$ cat src/rtl/pipe_incr.sv
// Pipelined step incrementer with wrap/saturate modes and overflow flag.
// Valid/ready stream in and out, full backpressure, registered occupancy.
module pipe_incr #(
  parameter int WIDTH  = 8,
  parameter int STAGES = 2,
  parameter int CNTW   = $clog2(STAGES + 1)
) (
  input  logic             clk,
  input  logic             rst,
  input  logic             in_valid,
  output logic             in_ready,
  input  logic [WIDTH-1:0] in_data,
  input  logic [WIDTH-1:0] in_step,
  input  logic             in_sat,
  output logic             out_valid,
  input  logic             out_ready,
  output logic [WIDTH-1:0] out_data,
  output logic             out_ovf,
  output logic [CNTW-1:0]  occupancy
);

  logic [STAGES-1:0] v;
  logic [STAGES-1:0] adv;
  logic [STAGES-1:0] o;
  logic [WIDTH-1:0]  d [STAGES];
  logic [WIDTH:0]    sum;
  logic [WIDTH-1:0]  res;
  logic              acc;
  logic              in_fire;
  logic              out_fire;
  logic [CNTW-1:0]   cnt;

  // A stage may load when it is empty or everything downstream moves.
  always_comb begin
    adv = '0;
    acc = out_ready;
    for (int k = STAGES - 1; k >= 0; k--) begin
      acc    = ~v[k] | acc;
      adv[k] = acc;
    end
  end

  always_comb begin
    sum = {1'b0, in_data} + {1'b0, in_step};
    res = (in_sat && sum[WIDTH]) ? '1 : sum[WIDTH-1:0];
  end

  assign in_ready  = adv[0];
  assign out_valid = v[STAGES-1];
  assign out_data  = d[STAGES-1];
  assign out_ovf   = o[STAGES-1];
  assign in_fire   = in_valid & in_ready;
  assign out_fire  = out_valid & out_ready;
  assign occupancy = cnt;

  always_ff @(posedge clk or negedge rst) begin
    if (!rst) begin
      v <= '0;
      o <= '0;
      for (int k = 0; k < STAGES; k++) d[k] <= '0;
    end else begin
      if (adv[0]) begin
        v[0] <= in_valid;
        d[0] <= res;
        o[0] <= sum[WIDTH];
      end
      for (int k = 1; k < STAGES; k++) begin
        if (adv[k]) begin
          v[k] <= v[k-1];
          d[k] <= d[k-1];
          o[k] <= o[k-1];
        end
      end
    end
  end

  always_ff @(posedge clk or negedge rst) begin
    if (!rst) begin
      cnt <= '0;
    end else begin
      unique case ({in_fire, out_fire})
        2'b10:   cnt <= cnt + CNTW'(1);
        2'b01:   cnt <= cnt - CNTW'(1);
        default: cnt <= cnt;
      endcase
    end
  end

endmodule

$ cat config.mk
export PLATFORM = sky130hd
export DESIGN_NAME = pipe_incr
export DESIGN_NICKNAME = d
export VERILOG_FILES = /design/src/rtl/pipe_incr.sv
export SDC_FILE = /design/constraint.sdc
export NUM_CORES = 1
export LEC_CHECK = 0
export CORE_MARGIN = 8
export CORE_UTILIZATION = 25
export CTS_CLUSTER_SIZE = 20
export DETAILED_ROUTE_END_ITERATION = 12
export GPL_TIMING_DRIVEN = 0
export HOLD_SLACK_MARGIN = 0.06
export PLACE_DENSITY_LB_ADDON = 0.2
export SLEW_MARGIN = 20
export SYNTH_ARGS = -nofsm -noshare
export SYNTH_HDL_FRONTEND = slang
export SYNTH_SLANG_ARGS = --single-unit
$ cat constraint.sdc
create_clock -name clk -period 3.5 [get_ports clk]
set_input_delay 0.35 -clock clk [delete_from_list [all_inputs] [get_ports clk]]
set_output_delay 0.35 -clock clk [all_outputs]
set_load 0.01 [all_outputs]
==> flow_summary.rst <==
.. list-table::
   :header-rows: 1

   * - Metric
     - Value
   * - Status
     - completed
   * - Final WL
     - 2.31 mm
   * - Mux cell area share after synthesis
     - 0.0829
   * - Setup-failing EPs final
     - 0
   * - Share of the yosys chip area belonging to registers
     - 0.450
   * - Post-CTS setup buffers
     - 0
   * - Cells taking the most area after synthesis
     - dfrtp_1, ha_1, mux2_2
   * - Number of pins exceeding their max-slew limit in the final report
     - 0
   * - Leakage
     - 0.685 nW
   * - First-pass GRT wire length
     - 4.01 mm
   * - Average vias per placed instance
     - 4.11
   * - Number of hold-repair buffers added at the cts stage
     - 0
   * - Area growth syn-to-layout
     - 37.3%
   * - Flip-flop and latch count after synthesis
     - 22
   * - CP max FO
     - 10
   * - Synthesis warning total
     - 0
   * - Clk sink count
     - 22
   * - Routed wire length per instance
     - 11.6 um
   * - Period utilisation layout
     - 0.638
   * - Worst path max stage delay
     - 540 ps
   * - Number of clock buffers inserted by TritonCTS
     - 3
   * - Number of port buffers
     - 33
   * - CP dominant cell by count
     - clkdlybuf4s50_1
   * - Number of filler instances in the final layout
     - 478
   * - Cell family with the largest share of critical-path delay
     - buffers and inverters
   * - Tightest Pin Transition
     - 934 ps
   * - Power per standard cell area
     - 492 mW/mm^2
   * - Initial Utilization
     - 0.259
   * - Cell type with the largest total area after synthesis
     - dfrtp_1
   * - Worst-case vdd ir drop
     - 0.136 mV
   * - 1st-iter DRT viols
     - 31
   * - Total area of sequential cells
     - 551 sq um
   * - Congestion Overflow GR
     - 0
   * - Antenna-violating nets left
     - 0
   * - Post-synthesis xor/xnor area fraction
     - 0.0645
   * - Critical path buffer and inverter count
     - 3
   * - Clock Root Buffer
     - clkbuf_8
   * - Highest-count cells in the layout ignoring fill and taps
     - clkdlybuf4s50_1, dfrtp_1, mux2_2, ha_1
   * - Endpoint arrival time on the critical path
     - 1880 ps
   * - Area fraction of the dominant cell type after synthesis
     - 0.450
   * - Class of the tightest hold or removal check
     - flop to flop
   * - RD Place Congestion
     - 0.659
   * - Worst setup path class
     - input pin to primary output
   * - DIE HEIGHT
     - 85.9 um
   * - Peak Freq
     - 448 MHz
   * - Depth of the CTS H-tree
     - 1
   * - Antenna violations before repair
     - 0
   * - Area of the die
     - 0.00738 sq mm
   * - Footprint of the multi-input gates
     - 596 sq um
   * - Maximum count of clock buffers along a single path
     - 2
   * - Count of standard-cell rows
     - 25
   * - Clock-pin transition on the worst setup and hold timing paths
     - 70 ps
   * - Number of endpoints with negative hold slack in the final report
     - 0
   * - Max_slew headroom
     - 0.375
   * - Largest net degree at the start of global routing
     - 23
   * - Insertion delay of the later-clocked pin in the worst-skew pair
     - 250 ps
   * - Post-synthesis compound-gate area fraction
     - 0.164
   * - I/O pin total
     - 34
   * - Max-capacitance violation count
     - 0
   * - Critical path data required time
     - 3150 ps
   * - Ant diodes
     - 0
   * - Dominant combinational cell family by area after synthesis
     - compound AO/OA/AOI/OAI gates
   * - Area of the placeable core
     - 0.00472 sq mm
   * - Simple-gate share of the synthesized area
     - 0.0676
   * - Critical Path Start Type
     - input pin
   * - DRT Pass-1 Iters
     - 2
   * - Highest-delay cell along the critical path
     - clkdlybuf4s50_1
   * - Number of gates resized after CTS
     - 0
   * - Distinct cell type count of the synthesized netlist
     - 30
   * - Element type at the critical path end
     - primary output
   * - Finished Layout Cells
     - 200
   * - Synthesized cell area
     - 0.00122 sq mm
   * - Total number of vias
     - 821
   * - Commonest non-fill, non-tap cell in the layout
     - clkdlybuf4s50_1
   * - TritonCTS clock tree
     - done
   * - Detail Placement HPWL
     - 1.94 mm
   * - Vias in the first global route
     - 841
   * - Number of instances in the placed design
     - 197
   * - Cells along the critical path
     - clkdlybuf4s50_1, and2b_1, nand2_1, buf_6, clkdlybuf4s50_1
   * - Period minus WS final
     - 2230 ps
   * - Number of nets in the final layout
     - 166
   * - Final Skew
     - 0.746 ps
   * - Fraction of final layout cells with drive strength greater than 1
     - 0.226
   * - Synthesized area per cell
     - 12.6 sq um
   * - Global router's overall resource usage
     - 0.0671
   * - Die span in x
     - 85.9 um
   * - RSZ-0062 raised after global routing
     - no
   * - Setup_tns
     - 0 ps
   * - Number of DRC violations after detailed routing
     - 0
   * - Total nets after synthesis
     - 128
   * - Synthesized netlist cell count
     - 97
   * - Share of synthesized cell area in full adder, half adder and majority cells
     - 0.108
## per-stage QoR
step | cell area, sq um | power, mW | setup WS (ps) | utilization | hold WS (ps)
after floorplan | 1220 | 0.545 | 1560 | - | 54.4
after global placement | 1640 | 0.683 | 1000 | 0.346 | 458
after detailed placement | 1640 | 0.690 | 998 | 0.346 | 465
after CTS | 1680 | 0.841 | 1250 | 0.355 | 479
after global routing | 1680 | 0.877 | 1190 | 0.355 | 491
final | 1680 | 0.825 | 1270 | 0.355 | 466
## power breakdown
part           internal [mW]  total, mW  switching, mW
clock network         0.0766      0.149         0.0725
logic                  0.206      0.319          0.113
registers              0.320      0.357         0.0373
## per-layer routing
metal / track usage / up-vias / part of all wire
met2: 0.108 / 18 / 0.49
met3: 0.0115 / 5 / 0.038
met1: 0.0769 / 381 / 0.44
met5: 0 / - / 0
li1: - / 417 / -
met4: 0.0525 / 0 / 0.030
## final timing paths
path,cells past startpoint,from,end,slack [ps]
max,5,out_ready,in_ready,1270
min,1,occupancy[1]$_DFFE_PN0P_,occupancy[1]$_DFFE_PN0P_,470
max reg2reg,7,v[1]$_DFFE_PN0P_,occupancy[1]$_DFFE_PN0P_,1900
min reg2reg,1,occupancy[1]$_DFFE_PN0P_,occupancy[1]$_DFFE_PN0P_,470
max in group asynchronous,1,rst,occupancy[1]$_DFFE_PN0P_,2320
min in group asynchronous,1,rst,d[9]$_DFFE_PN0N_,620
## registers in the layout (all words and copies together), names as in the netlist
signal,cells
o,2
occupancy,2
v,2
d,8
out_data,8
## cells in the mapped netlist (all sizes together)
cell type	number
and2b	2
mux2	9
and2	1
fa	1
a211oi	1
o22a	8
a21o	2
nand2	2
o21ai	1
xor2	2
nand2b	2
and4b	1
xnor2	7
o21bai	1
and3	1
a221oi	2
o211ai	2
a21oi	6
buf	10
ha	9
nor2	4
dfrtp	22
or2	1
## cell families after synthesis
group | Yosys count
fa+ha+maj | 10
mux | 9
simple gates | 14
compound gates | 23
flops | 22
xor+xnor | 9
buf+inv | 10
## final cells by class
type,count,area share
buffer,10,0.0455
multi-input combinational,65,0.355
timing repair buffer,33,0.197
sequential,22,0.328
clock buffer,3,0.0246
tap,67,0.0500
Note: power is estimated with default switching activity, not from simulation.
